===== config.mk =====
export PLATFORM = sky130hd
export DESIGN_NAME = uart_cmd_sequencer_flat
export DESIGN_NICKNAME = d
export VERILOG_FILES = /design/src/rtl/uart_cmd_sequencer_pkg.sv /design/src/rtl/uart_cmd_sequencer_if.sv /design/src/rtl/uart_cmd_sequencer_arg_shift_reg.sv /design/src/rtl/uart_cmd_sequencer.sv /design/src/flat_wrapper.sv
export SDC_FILE = /design/constraint.sdc
export NUM_CORES = 1
export LEC_CHECK = 0
export CORE_MARGIN = 3
export CORE_UTILIZATION = 40
export DETAILED_ROUTE_END_ITERATION = 10
export PLACE_DENSITY = 0.74
export REMOVE_ABC_BUFFERS = 1
export SYNTH_ARGS = -nofsm -noshare
export SYNTH_HDL_FRONTEND = slang
export SYNTH_SLANG_ARGS = --single-unit

===== constraint.sdc =====
create_clock -name clk -period 1.88 [get_ports clk]
set_input_delay 0.188 -clock clk [delete_from_list [all_inputs] [get_ports clk]]
set_output_delay 0.188 -clock clk [all_outputs]
set_load 0.05 [all_outputs]

===== src/rtl/uart_cmd_sequencer_pkg.sv =====
// Shared definitions for the UART command sequencer: FSM states, ASCII codes
// and the command-strobe index map.
package uart_cmd_pkg;

   typedef enum logic [2:0] {
      IDLE,
      EXEC,
      ACK,
      ARG,
      ARG_DONE,
      ERR,
      STAT
   } state_t;

   localparam logic [7:0] ASC_R    = 8'h52;
   localparam logic [7:0] ASC_V    = 8'h56;
   localparam logic [7:0] ASC_A    = 8'h41;
   localparam logic [7:0] ASC_STAR = 8'h2A;
   localparam logic [7:0] ASC_BANG = 8'h21;
   localparam logic [7:0] ASC_0    = 8'h30;
   localparam logic [7:0] ASC_1    = 8'h31;

   localparam int unsigned N_STROBES = 13;
   localparam int unsigned STB_D  = 0;
   localparam int unsigned STB_DL = 1;
   localparam int unsigned STB_C  = 2;
   localparam int unsigned STB_E  = 3;
   localparam int unsigned STB_EL = 4;
   localparam int unsigned STB_O  = 5;
   localparam int unsigned STB_OL = 6;
   localparam int unsigned STB_S  = 7;
   localparam int unsigned STB_T  = 8;
   localparam int unsigned STB_TL = 9;
   localparam int unsigned STB_U  = 10;
   localparam int unsigned STB_W  = 11;
   localparam int unsigned STB_X  = 12;

   // One-hot strobe for a mapped command character, all-zero otherwise.
   function automatic logic [N_STROBES-1:0] strobe_decode(input logic [7:0] c);
      logic [N_STROBES-1:0] v;
      v = '0;
      case (c)
         8'h44:   v[STB_D]  = 1'b1;
         8'h64:   v[STB_DL] = 1'b1;
         8'h43:   v[STB_C]  = 1'b1;
         8'h45:   v[STB_E]  = 1'b1;
         8'h65:   v[STB_EL] = 1'b1;
         8'h4F:   v[STB_O]  = 1'b1;
         8'h6F:   v[STB_OL] = 1'b1;
         8'h53:   v[STB_S]  = 1'b1;
         8'h54:   v[STB_T]  = 1'b1;
         8'h74:   v[STB_TL] = 1'b1;
         8'h55:   v[STB_U]  = 1'b1;
         8'h57:   v[STB_W]  = 1'b1;
         8'h58:   v[STB_X]  = 1'b1;
         default: ;
      endcase
      return v;
   endfunction

endpackage


===== src/rtl/uart_cmd_sequencer_if.sv =====
// Character, status and transmit signals between the UART side (master) and
// the command sequencer (slave).
interface uart_cmd_sequencer_if #(
   parameter int unsigned ARG_BITS = 10,
   parameter int unsigned STAT_CH  = 1
);
   logic [7:0]                       Cmd;
   logic                             NewCmd;
   logic                             echoChar;
   logic [4*STAT_CH-1:0]             status;
   logic                             txReady;
   logic [uart_cmd_pkg::N_STROBES-1:0] cmdStrobe;
   logic [ARG_BITS-1:0]              argValue;
   logic                             argValid;
   logic                             argError;
   logic [7:0]                       txData;
   logic                             txDataWr;

   modport master (
      output Cmd, NewCmd, echoChar, status, txReady,
      input  cmdStrobe, argValue, argValid, argError, txData, txDataWr
   );

   modport slave (
      input  Cmd, NewCmd, echoChar, status, txReady,
      output cmdStrobe, argValue, argValid, argError, txData, txDataWr
   );
endinterface


===== src/rtl/uart_cmd_sequencer_arg_shift_reg.sv =====
// Argument collector: MSB-first shift register, bit counter and inter-character
// timeout for the 'V' command.
module arg_shift_reg
   import uart_cmd_pkg::*;
#(
   parameter int unsigned ARG_BITS    = 10,
   parameter int unsigned TIMEOUT_CYC = 1000000
) (
   input  logic                clk,
   input  logic                rst,
   input  logic                i_clear,
   input  logic                i_active,
   input  logic                i_new,
   input  logic [7:0]          i_cmd,
   output logic                o_done,
   output logic                o_bad,
   output logic                o_timeout,
   output logic [ARG_BITS-1:0] o_value
);
   localparam int unsigned BIT_W = $clog2(ARG_BITS + 1);
   localparam int unsigned CNT_W = (TIMEOUT_CYC > 2) ? $clog2(TIMEOUT_CYC) : 1;

   logic [ARG_BITS-1:0] r_shift;
   logic [BIT_W-1:0]    r_bits;
   logic [CNT_W-1:0]    r_idle;
   logic                w_is_bit;
   logic                w_shift;

   assign w_is_bit  = (i_cmd == ASC_0) || (i_cmd == ASC_1);
   assign w_shift   = i_active && i_new && w_is_bit;
   assign o_value   = (r_shift << 1) | ARG_BITS'(i_cmd == ASC_1);
   assign o_done    = w_shift && (r_bits == BIT_W'(ARG_BITS - 1));
   assign o_bad     = i_active && i_new && !w_is_bit && (i_cmd != ASC_R);
   // Fires on the edge where the idle count steps to TIMEOUT_CYC-1.
   assign o_timeout = i_active && !i_new && (r_idle == CNT_W'(TIMEOUT_CYC - 2));

   always_ff @(posedge clk or posedge rst) begin
      if (rst) begin
         r_shift <= '0;
         r_bits  <= '0;
         r_idle  <= '0;
      end else if (i_clear) begin
         r_shift <= '0;
         r_bits  <= '0;
         r_idle  <= '0;
      end else if (i_active) begin
         if (i_new) r_idle <= '0;
         else       r_idle <= r_idle + 1'b1;
         if (w_shift) begin
            r_shift <= o_value;
            r_bits  <= r_bits + 1'b1;
         end
      end
   end

endmodule


===== src/rtl/uart_cmd_sequencer.sv =====
// Command sequencer: decodes UART characters into strobes, binary arguments and
// status/acknowledge bytes on a ready-gated transmit port.
module uart_cmd_sequencer
   import uart_cmd_pkg::*;
#(
   parameter int unsigned ARG_BITS    = 10,
   parameter int unsigned STAT_CH     = 1,
   parameter int unsigned TIMEOUT_CYC = 1000000
) (
   input logic                 clk,
   input logic                 rst,
   uart_cmd_sequencer_if.slave bus
);
   localparam int unsigned CH_W = (STAT_CH > 1) ? $clog2(STAT_CH) : 1;

   state_t               r_state;
   logic [N_STROBES-1:0] r_strobe;
   logic [ARG_BITS-1:0]  r_arg_value;
   logic                 r_arg_valid;
   logic                 r_arg_error;
   logic [7:0]           r_tx_data;
   logic                 r_tx_wr;
   logic [CH_W-1:0]      r_ch;

   logic                 w_echo, w_slot, w_abort, w_arg_start;
   logic                 w_arg_done, w_arg_bad, w_arg_timeout;
   logic [ARG_BITS-1:0]  w_arg_word;
   logic [N_STROBES-1:0] w_decode;
   logic [3:0]           w_nibble;

   assign w_echo      = bus.echoChar && bus.NewCmd && bus.txReady;
   assign w_slot      = bus.txReady && !w_echo;
   assign w_abort     = bus.NewCmd && (bus.Cmd == ASC_R);
   assign w_arg_start = (r_state == IDLE) && bus.NewCmd && (bus.Cmd == ASC_V);
   assign w_decode    = strobe_decode(bus.Cmd);
   assign w_nibble    = 4'(bus.status >> {r_ch, 2'b00});

   arg_shift_reg #(
      .ARG_BITS    (ARG_BITS),
      .TIMEOUT_CYC (TIMEOUT_CYC)
   ) u_arg (
      .clk       (clk),
      .rst       (rst),
      .i_clear   (w_arg_start),
      .i_active  (r_state == ARG),
      .i_new     (bus.NewCmd),
      .i_cmd     (bus.Cmd),
      .o_done    (w_arg_done),
      .o_bad     (w_arg_bad),
      .o_timeout (w_arg_timeout),
      .o_value   (w_arg_word)
   );

   always_ff @(posedge clk or posedge rst) begin
      if (rst) begin
         r_state     <= IDLE;
         r_strobe    <= '0;
         r_arg_value <= '0;
         r_arg_valid <= 1'b0;
         r_arg_error <= 1'b0;
         r_tx_data   <= '0;
         r_tx_wr     <= 1'b0;
         r_ch        <= '0;
      end else begin
         r_strobe    <= '0;
         r_arg_valid <= 1'b0;
         r_arg_error <= 1'b0;
         r_tx_wr     <= 1'b0;
         if (w_echo) begin
            r_tx_wr   <= 1'b1;
            r_tx_data <= bus.Cmd;
         end
         if (w_abort) begin
            r_state <= IDLE;
         end else begin
            case (r_state)
               IDLE: if (bus.NewCmd) begin
                  if (|w_decode) begin
                     r_strobe <= w_decode;
                     r_state  <= EXEC;
                  end else if (bus.Cmd == ASC_V) begin
                     r_state <= ARG;
                  end else if (bus.Cmd == ASC_A) begin
                     r_ch    <= '0;
                     r_state <= STAT;
                  end else begin
                     r_state <= ERR;
                  end
               end
               // EXEC/ARG_DONE already send '*' when a slot is free; ACK only holds it.
               EXEC, ARG_DONE, ACK: begin
                  if (w_slot) begin
                     r_tx_wr   <= 1'b1;
                     r_tx_data <= ASC_STAR;
                     r_state   <= IDLE;
                  end else begin
                     r_state <= ACK;
                  end
               end
               ERR: if (w_slot) begin
                  r_tx_wr   <= 1'b1;
                  r_tx_data <= ASC_BANG;
                  r_state   <= IDLE;
               end
               ARG: begin
                  if (w_arg_bad || w_arg_timeout) begin
                     r_arg_error <= 1'b1;
                     r_state     <= ERR;
                  end else if (w_arg_done) begin
                     r_arg_value <= w_arg_word;
                     r_arg_valid <= 1'b1;
                     r_state     <= ARG_DONE;
                  end
               end
               STAT: if (w_slot) begin
                  r_tx_wr   <= 1'b1;
                  r_tx_data <= ASC_0 + {4'h0, w_nibble};
                  if (r_ch == CH_W'(STAT_CH - 1)) r_state <= IDLE;
                  else                            r_ch    <= r_ch + 1'b1;
               end
               default: r_state <= IDLE;
            endcase
         end
      end
   end

   assign bus.cmdStrobe = r_strobe;
   assign bus.argValue  = r_arg_value;
   assign bus.argValid  = r_arg_valid;
   assign bus.argError  = r_arg_error;
   assign bus.txData    = r_tx_data;
   assign bus.txDataWr  = r_tx_wr;

endmodule


===== src/flat_wrapper.sv =====
// flat-port wrapper written by rule: the top's interface ports become plain ports
module uart_cmd_sequencer_flat import uart_cmd_pkg::*;
#(
   parameter int unsigned ARG_BITS    = 10,
   parameter int unsigned STAT_CH     = 1,
   parameter int unsigned TIMEOUT_CYC = 1000000
)
  (clk, rst, bus_Cmd, bus_NewCmd, bus_echoChar, bus_status, bus_txReady, bus_cmdStrobe, bus_argValue, bus_argValid, bus_argError, bus_txData, bus_txDataWr);
  uart_cmd_sequencer_if #(.ARG_BITS(ARG_BITS), .STAT_CH(STAT_CH)) bus_i ();
  input logic clk;
  input logic rst;
  input wire logic [$bits(bus_i.Cmd)-1:0] bus_Cmd;
  input wire logic [$bits(bus_i.NewCmd)-1:0] bus_NewCmd;
  input wire logic [$bits(bus_i.echoChar)-1:0] bus_echoChar;
  input wire logic [$bits(bus_i.status)-1:0] bus_status;
  input wire logic [$bits(bus_i.txReady)-1:0] bus_txReady;
  output wire logic [$bits(bus_i.cmdStrobe)-1:0] bus_cmdStrobe;
  output wire logic [$bits(bus_i.argValue)-1:0] bus_argValue;
  output wire logic [$bits(bus_i.argValid)-1:0] bus_argValid;
  output wire logic [$bits(bus_i.argError)-1:0] bus_argError;
  output wire logic [$bits(bus_i.txData)-1:0] bus_txData;
  output wire logic [$bits(bus_i.txDataWr)-1:0] bus_txDataWr;
  assign bus_i.Cmd = bus_Cmd;
  assign bus_i.NewCmd = bus_NewCmd;
  assign bus_i.echoChar = bus_echoChar;
  assign bus_i.status = bus_status;
  assign bus_i.txReady = bus_txReady;
  assign bus_cmdStrobe = bus_i.cmdStrobe;
  assign bus_argValue = bus_i.argValue;
  assign bus_argValid = bus_i.argValid;
  assign bus_argError = bus_i.argError;
  assign bus_txData = bus_i.txData;
  assign bus_txDataWr = bus_i.txDataWr;
  uart_cmd_sequencer #(.ARG_BITS(ARG_BITS), .STAT_CH(STAT_CH), .TIMEOUT_CYC(TIMEOUT_CYC)) u_core (.clk(clk), .rst(rst), .bus(bus_i));
endmodule

==> flow_summary.ini, run 1 <==
[run_status]
outcome = finished with violations
violations = negative setup slack

[synthesis]
yosysWarningCount = 0
synth_top_family_by_area = simple AND/OR/NAND/NOR gates
synthSimpleGateAreaFrac = 0.276
synth.distinct_cells = 59
synth_xor_area_frac = 0.0425
synth.largest_area_cell = dfrtp_1
async_reset_ff_frac = 1.00
synth_compound_area_frac = 0.0999
synthTopCellsByArea = dfrtp_1 50%, nand2_1 6.9%, nor2_1 4.7%, xor2_1 2.5%, mux2i_1 2.3%
synth_top_area_share = 0.500
syn_avg_cell_area_um2 = 9.63
synth-edff-count = 0
ys.flop_type = dfrtp_1
muxShareOfSynthArea = 0.0303
yosys.area_share.adder = 0.0143
syn_inst = 364
netlist_area_um2 = 3510
seq_area_frac_synth = 0.500
synth_seq_cells = 70

[power]
power_frac_seq = 0.346
p_total_uw = 5080
p_sw_frac = 0.358
p_clk_frac = 0.277
ir_drop_uv = 632
p_per_area_nw_per_um2 = 1020
intPower_uw = 3260
leakagePower_uw = 0.00230
power_frac_comb = 0.377
switchingPower_uw = 1820

[floorplanning]
rows = 33
start_util = 0.418
dieArea_um2 = 9920
core_area_um2 = 8380
io_pins = 51
dieWidth_um = 99.6
fp.dieH_um = 99.6

[finish]
nNetsFinal = 497
regArea_um2 = 1750
antenna_cells = 0
area_growth_pct = 42.6
fin_cells = 586
postLayoutCoreUtil = 0.597
multi_input_comb_area_um2 = 1790
drive_gt1_frac = 0.264
stdcell_area_um2 = 5000
fillCellCount = 686

[routing]
first_iter_violations = 158
avgRoutedWirePerCell_um = 15.3
antenna_left = 0
vias_per_cell = 5.38
vias = 3154
totalWireLength_um = 8970
dr.pass1.iters = 4
drc = 0

[clocking]
root_buffer = clkbuf_8
htree_levels = 3
cts_made_buffers = 9
holdBufCountCts = 0
cts_tree = done
clock_path_buffers = 2
clkLatencyLatePin_ps = 360
clk_pin_slew_ps = 80
clock_sinks = 70

[timing]
fin_skew_ps = 8.10
layout_setup_ws_ps = -121
max-slew-margin-rel = 0.645
rsz0062_at_grt = true
tightest_slew_ps = 531
fin_setup_tns_ps = -752
setup_viol = 11
fin_crit_ps = 2000
hold_violations = 0
fin_crit_sh = 1.06
fmax_ghz = 0.500
slew_violations = 0

[worst_setup_path]
cp_cell_sequence = buf_6 > nor4b_4 > and4_4 > o2111ai_4 > or3_1 > a21oi_2
slowest_delay_ps = 440
crit_path_top_delay_cell = or3_1
arrival_ps = 2280
start_kind = register
cp_data_required_time_ps = 2160
cp-end-kind = register
cp_max_fo = 6
crit_type = reg2reg

[global_routing]
globalRoute.totalOverflow = 0
use_met2 = 0.278
grt_busiest_layer = met2
grt_max_degree = 71
grt_pass1_wl_um = 14700
globalRouteTotalUtil = 0.183
first_global_vias = 3048
met3_usage = 0.0302
antenna_found_initial = 0
met1_usage = 0.260

[placement]
dpl.cell_count = 563
io_buffers = 50
gp_congestion = 0.896
placed_area_um2 = 4540
dp_hpwl_um = 6100

[run]
drv_cap = 0

[min_path]
hold_path.class = in2async
-- synthesized netlist by cell type (6+ instances only) --
master and n:
a21oi_1 7, a22o_1 9, clkbuf_1 9, dfrtp_1 70, inv_1 6, mux2i_1 8, nand2_1 64, nand3_1 14
nand4_1 7, nor2_1 44, nor2b_1 6, nor3_1 6, o21ai_0 6, or3_1 8, xnor2_1 7, xor2_1 10
-- state kept, by name (all words and copies together) (netlist names) --
register,flops
u_core.bus.argValid,1
u_core.bus.txDataWr,1
u_core.u_arg.r_bits,4
u_core.bus.txData,8
u_core.u_arg.r_idle,20
u_core.bus.argValue,10
u_core.bus.cmdStrobe,13
u_core.u_arg.r_shift,9
u_core.r_state,3
u_core.bus.argError,1
-- worst max-delay path, delay by kind of cell, from the launching register on --
| family | cells | cell delay [ps] |
|---|---|---|
| buf+inv | 1 | 130 |
| simple gates | 3 | 1100 |
| flops | 1 | 400 |
| compound gates | 2 | 320 |
-- worst paths after layout --
kind	startpoint	endpoint	slack (ps)	cells after the start
worst max-delay path	u_core.r_state[0]$_DFFE_PP0P_	u_core.u_arg.r_idle[15]$_DFFE_PP0P_	-120	6
worst max register to register	u_core.r_state[0]$_DFFE_PP0P_	u_core.u_arg.r_idle[15]$_DFFE_PP0P_	-120	6
worst min-delay path	rst	u_core.bus.txData[5]$_DFF_PP0_	220	3
max in group asynchronous	rst	u_core.bus.argValid$_DFF_PP0_	1350	3
min in group clk	bus_status[2]	u_core.bus.txData[2]$_DFF_PP0_	380	3
worst min register to register	u_core.bus.argValue[6]$_DFFE_PP0P_	u_core.bus.argValue[6]$_DFFE_PP0P_	470	2
-- per-stage QoR --
step / hold WS (ps) / worst slack (ps)
6_report: 224 / -121
5_1_grt: 270 / -195
4_1_cts: 243 / -125
3_5_place_dp: 460 / -397
3_3_place_gp: 454 / -310
2_1_floorplan: 260 / -485
-- cells by family after synthesis --
family | count (synthesis)
AOI/OAI and AO/OA | 47
xor gates and xnor gates | 17
adders and majority gates | 4
buffers and inverters | 27
DFF | 70
muxes | 10
and+or+nand+nor | 189
-- power by group through the flow --
stage                     combinational, uW  clock, uW  sequential [uW]
after floorplan                         673          0             2140
after global placement                 1750          0             1770
after detailed placement               1780          0             1780
after CTS                              1860       1440             1750
after global routing                   2050       1510             1770
final                                  1910       1410             1760
-- per-layer routing --
layer | wire [um] | vias to the layer above | share of wire
met5 | 0 | - | 0
met1 | 4090 | 1564 | 0.46
met4 | 131 | 0 | 0.015
li1 | - | 1499 | -
met3 | 449 | 14 | 0.050
met2 | 4310 | 77 | 0.48
-- repair_timing --
| item | CTS | global route |
|---|---|---|
| cloned | 1 | 1 |
| gates resized for setup | 13 | 27 |
| endpoints found under the setup margin | 26 | 44 |
| pin swaps | 18 | 18 |
| setup buffers | 2 | 3 |
| hold endpoints to repair | 0 | 0 |
-- final cells by class --
cell class	count	share of cell area
well taps	105	0.0263
clock buffers	9	0.0248
repair buffers	120	0.214
multi-input cells	268	0.358
flip-flops and latches	70	0.350
inverters	7	0.00526
clock inverters	7	0.0210
-- placed cells by master (no fill, tap or decap), drive strengths merged, types with 4 or more instances in the layout --
cell            n
and3            5
nor4            5
o21ai          12
mux2i           8
xnor2           7
xor2           10
nor2b           6
or3             8
inv             9
clkdlybuf4s50  50
nand4           7
a21oi           7
dfrtp          70
nand2          64
nand3          14
nor3            8
clkbuf          9
nor2           44
ha              4
nor4b           5
buf            70
a22o            9
No activity file was read; power rests on OpenSTA's default activity.
==> run 2: changes to the inputs <==
--- a/config.mk
+++ b/config.mk
@@ -5,10 +5,9 @@
 export SDC_FILE = /design/constraint.sdc
 export NUM_CORES = 1
 export LEC_CHECK = 0
-export CORE_MARGIN = 3
 export CORE_UTILIZATION = 40
 export DETAILED_ROUTE_END_ITERATION = 10
-export PLACE_DENSITY = 0.74
+export PLACE_DENSITY = 0.73
 export REMOVE_ABC_BUFFERS = 1
 export SYNTH_ARGS = -nofsm -noshare
 export SYNTH_HDL_FRONTEND = slang
==> run 2 against run 1 <==
Net effect:
- the run still ends with negative setup slack left
- clock skew shrank 1.4 ps
- power is 7.0% lower
- critical path depth unchanged
- sequential power about the same
- worst hold slack better by 7.3 ps
- die area decreased by 7.9%
- combinational power decreased by 2%
- final cell count up 0.34%
- sequential share of layout area rose by 0.34 points
- global-route usage is 2.3 points higher
- fmax decreased by 1.2%
- non-clock buffer count grew 3
- critical path type unchanged
- critical endpoint is now u_core.r_state[1]$_DFFE_PP0P_
==> flow_summary.ini, run 2 (same netlist as run 1, synthesis figures left out) <==
[routing]
totalWireLength_um = 8690
antenna_left = 0
top_layer = met4
wl_met1_um = 4050
vias = 3095
wl_met3_um = 344
drc = 0
dr_wl_met2_um = 4110
first_iter_violations = 121
dr.pass1.iters = 4
vias_per_cell = 5.26
avgRoutedWirePerCell_um = 14.8

[timing]
setup_viol = 14
layout_setup_ws_ps = -146
hold_violations = 0
rsz0062_at_grt = true
max-slew-margin-rel = 0.655
tightest_slew_ps = 516
fmax_ghz = 0.494
fin_crit_sh = 1.08
fin_skew_ps = 6.67
fin_crit_ps = 2030
slew_violations = 0
fin_hold_ws_ps = 231

[worst_setup_path]
cp_cell_sequence = nor4b_2 > nand4_1 > or4_4 > o31ai_4 > o21ai_2 > mux2_4
cp_max_fo = 3
cp_top_family = simple AND/OR/NAND/NOR gates
cp_data_required_time_ps = 2110
setup.worst_path.start = u_core.u_arg.r_idle[8]$_DFFE_PP0P_
slowest_delay_ps = 570
start_kind = register
crit_path_top_delay_cell = or4_4
crit_buf_inv = 0
arrival_ps = 2250
rr_startpoint = u_core.u_arg.r_idle[8]$_DFFE_PP0P_
crit_type = reg2reg
cp-end-kind = register

[finish]
final_cell_mix = 70 x dfrtp_1, 61 x nand2_1, 60 x buf_4
fillCellCount = 705
postLayoutCoreUtil = 0.594
fin_cells = 588
multi_input_comb_area_um2 = 1750
largest_reg_flops = 20
final_common_cell = dfrtp_1
drive_gt1_frac = 0.265
regArea_um2 = 1750
nNetsFinal = 499
top_register = u_core.u_arg.r_idle
antenna_cells = 0
stdcell_area_um2 = 4950
area_growth_pct = 41.3

[clocking]
clock_sinks = 70
clock_path_buffers = 2
holdBufCountCts = 0
htree_levels = 3
cts_tree = done
clkLatencyLatePin_ps = 340
root_buffer = clkbuf_8
cts_made_buffers = 9
clk_pin_slew_ps = 70

[floorplanning]
core_area_um2 = 8340
start_util = 0.420
fp.dieH_um = 95.6
dieArea_um2 = 9140
rows = 33
io_pins = 51
dieWidth_um = 95.6

[global_routing]
grt_pass1_wl_um = 14400
globalRouteTotalUtil = 0.207
first_global_vias = 3000
grt_max_degree = 71
antenna_found_initial = 0
globalRoute.totalOverflow = 0

[placement]
dp_hpwl_um = 5820
io_buffers = 50
placed_area_um2 = 4510
gp_congestion = 0.913
dpl.cell_count = 559

[min_path]
hold_path.class = in2async

[run_status]
violations = negative setup slack
outcome = finished with violations

[power]
leakagePower_uw = 0.00231
ir_drop_uv = 823
p_per_area_nw_per_um2 = 953

[run]
drv_cap = 0
-- run 2: cell count changes in the layout (fill, tap and decap cells not counted), moves of 3 or more --
cell      previous run  this run
buf_6                5        10
a21oi_1              3         6
a21oi_2              4         1
buf_4               63        60
clkinv_2             0         3
-- run 2: routing by layer --
metal	GRT usage	vias to the layer above
met5	0	-
met4	0.0821	0
met3	0.0431	15
met2	0.313	64
met1	0.289	1520
li1	-	1496
-- run 2: worst paths after layout --
| path | endpoint | slack, ps | cells after the start |
|---|---|---|---|
| max | u_core.r_state[1]$_DFFE_PP0P_ | -150 | 6 |
| min | u_core.bus.cmdStrobe[6]$_DFF_PP0_ | 230 | 3 |
| max reg2reg | u_core.r_state[1]$_DFFE_PP0P_ | -150 | 6 |
| min reg2reg | u_core.bus.argValue[7]$_DFFE_PP0P_ | 470 | 2 |
| max in group asynchronous | u_core.bus.txData[7]$_DFF_PP0_ | 1340 | 3 |
| min in group clk | u_core.bus.txData[6]$_DFF_PP0_ | 230 | 3 |
-- run 2: repair_timing --
| item | in CTS | in global routing |
|---|---|---|
| pin swaps | 19 | 21 |
| cloned | 0 | 1 |
| resized for setup | 18 | 27 |
| setup endpoints to repair | 31 | 45 |
| hold endpoints to repair | 0 | 0 |
| buffers inserted | 8 | 5 |
-- run 2: metrics by stage --
stage / setup slack [ps] / power [uW] / setup TNS (ps)
2_1_floorplan: -485 / 2820 / -12900
3_3_place_gp: -322 / 3460 / -10800
3_5_place_dp: -386 / 3490 / -12690
4_1_cts: -132 / 4640 / -602
5_1_grt: -255 / 4970 / -2410
6_report: -146 / 4720 / -893
-- run 2: worst register-to-register path: stages, from the launching register on --
cell	delay [ps]
dfrtp_1	390
nor4b_2	310
nand4_1	130
or4_4	570
o31ai_4	90
o21ai_2	120
mux2_4	310
-- run 2: where the power goes --
| group | switching [uW] | leakage (uW) | internal (uW) |
|---|---|---|---|
| Combinational | 1040 | 0.00127 | 829 |
| Sequential | 104 | 0.000950 | 1660 |
| Clock | 581 | 0.0000841 | 507 |
| Total | 1720 | 0.00231 | 3000 |
-- run 2: layout make-up --
cell class,instances,share of cell area
repair buffers,123,0.225
inverters,7,0.00531
clock buffers,10,0.0278
clock inverters,6,0.00758
well taps,105,0.0265
flip-flops and latches,70,0.354
multi-input cells,267,0.354
==> run 3: changes to the inputs <==
--- a/config.mk
+++ b/config.mk
@@ -7,8 +7,10 @@
 export LEC_CHECK = 0
 export CORE_UTILIZATION = 40
 export DETAILED_ROUTE_END_ITERATION = 10
+export MAX_ROUTING_LAYER = met4
 export PLACE_DENSITY = 0.73
 export REMOVE_ABC_BUFFERS = 1
+export SLEW_MARGIN = 15
 export SYNTH_ARGS = -nofsm -noshare
 export SYNTH_HDL_FRONTEND = slang
 export SYNTH_SLANG_ARGS = --single-unit
==> run 3 against run 2 <==
Net effect:
- the flow still finishes with violations (negative setup slack)
- final cell count fell by 0.34%
- wire length rose by 3.7%
- fmax rose by 0.15%
- clock-buffer cell count fell by 1
- register-to-register slack barely moved
- critical path type unchanged
- critical endpoint unchanged
- largest cell class unchanged
==> flow_summary.ini, run 3 (same netlist as run 1, synthesis figures left out) <==
[clocking]
clkLatencyLatePin_ps = 350
clk_pin_slew_ps = 90
clock_path_buffers = 2
clock_sinks = 70
htree_levels = 3
root_buffer = clkbuf_8
cts_tree = done
cts_made_buffers = 9
holdBufCountCts = 0

[timing]
layout_setup_ws_ps = -143
fmax_ghz = 0.494
fin_skew_ps = 9.70
fin_setup_tns_ps = -486
max-slew-margin-rel = 0.659
tightest_slew_ps = 511
hold_violations = 0
fin_crit_sh = 1.08
setup_viol = 7
rsz0062_at_grt = true
fin_crit_ps = 2020
slew_violations = 0

[finish]
final_common_cell = dfrtp_1
area_growth_pct = 42.3
largest_reg_flops = 20
nNetsFinal = 497
final_cell_mix = 70 x dfrtp_1, 63 x buf_4, 61 x nand2_1
fin_cells = 586
postLayoutCoreUtil = 0.598
antenna_cells = 0
top_register = u_core.u_arg.r_idle
stdcell_area_um2 = 4990
drive_gt1_frac = 0.262

[worst_setup_path]
reg2reg_setup_slack_ps = -140
cp-end-kind = register
arrival_ps = 2260
crit_type = reg2reg
cp_data_required_time_ps = 2120
start_kind = register
slowest_delay_ps = 570
cp_cell_sequence = nor4bb_4 > nand4_1 > or4_4 > o31ai_4 > o21ai_2 > mux2_4
crit_path_top_delay_cell = or4_4
crit_buf_inv = 0
cp_top_family = simple AND/OR/NAND/NOR gates
cp_max_fo = 3

[power]
leakagePower_uw = 0.00228
p_per_area_nw_per_um2 = 1020
ir_drop_uv = 716
p_total_uw = 5100

[routing]
avgRoutedWirePerCell_um = 15.4
vias = 3153
vias_per_cell = 5.38
dr.pass1.iters = 4
antenna_left = 0
drc = 0
first_iter_violations = 231
totalWireLength_um = 9010

[floorplanning]
io_pins = 51
dieArea_um2 = 9140
core_area_um2 = 8340
fp.dieH_um = 95.6
dieWidth_um = 95.6
start_util = 0.420
rows = 33

[global_routing]
grt_max_degree = 45
globalRouteTotalUtil = 0.214
globalRoute.totalOverflow = 0
grt_pass1_wl_um = 14600
first_global_vias = 3036
antenna_found_initial = 0

[run_status]
violations = negative setup slack
outcome = finished with violations

[run]
drv_cap = 0

[placement]
dpl.cell_count = 562
placed_area_um2 = 4530
gp_congestion = 0.936
io_buffers = 50
dp_hpwl_um = 6060

[min_path]
hold_path.class = in2async
[run 3: cell types whose count changed in the layout (fill, tap and decap cells not counted), moves of 2 or more]
cell / change
buf_6: -6
buf_4: +3
clkinvlp_4: -3
inv_6: +3
bufinv_16: +2
clkdlybuf4s50_1: +2
clkinv_2: -2
dlymetal6s2s_1: -2
nor3_2: +2
nor3_4: -2
nor4bb_4: +2
o21ai_1: +2
o21ai_2: -2
[run 3: area by class of cell]
| class | count | area, um^2 |
|---|---|---|
| clock buffers | 9 | 124 |
| clock inverters | 7 | 103 |
| fillers | 719 | 3350 |
| inverters | 7 | 26.3 |
| multi-input cells | 268 | 1790 |
| flip-flops and latches | 70 | 1750 |
| well taps | 105 | 131 |
| repair buffers | 120 | 1060 |
[run 3: where the power goes]
group          switching, uW  internal, uW
Clock                    645           768
Sequential               100          1660
Combinational           1070           856
[run 3: stage by stage]
step	setup slack, ps	hold slack, ps
after floorplan	-485	260
after global placement	-339	453
after detailed placement	-396	457
after CTS	-145	150
after global routing	-211	187
final	-143	146
[run 3: path summary, 6_finish.rpt]
path / depth (start not counted) / endpoint / startpoint
worst max-delay path: 6 / u_core.r_state[1]$_DFFE_PP0P_ / u_core.u_arg.r_idle[6]$_DFFE_PP0P_
worst min-delay path: 2 / u_core.bus.cmdStrobe[7]$_DFF_PP0_ / rst
worst max register to register: 6 / u_core.r_state[1]$_DFFE_PP0P_ / u_core.u_arg.r_idle[6]$_DFFE_PP0P_
worst min register to register: 2 / u_core.bus.argValue[4]$_DFFE_PP0P_ / u_core.bus.argValue[4]$_DFFE_PP0P_
max in group asynchronous: 3 / u_core.u_arg.r_bits[3]$_DFFE_PP0P_ / rst
min in group clk: 3 / u_core.bus.txData[2]$_DFF_PP0_ / bus_status[2]
[run 3: timing repair]
item	in CTS	in global routing
endpoints found under the setup margin	32	47
gates cloned	1	1
pin swaps	16	15
setup buffers	5	1
resized for setup	12	25
[run 3: routing by layer]
| metal | vias to the layer above | global-route usage | part of all wire |
|---|---|---|---|
| met2 | 83 | 0.326 | 0.49 |
| met5 | - | - | 0 |
| met3 | 8 | 0.0399 | 0.044 |
| li1 | 1498 | - | - |
| met4 | 0 | 0.0672 | 0.0089 |
| met1 | 1564 | 0.291 | 0.46 |
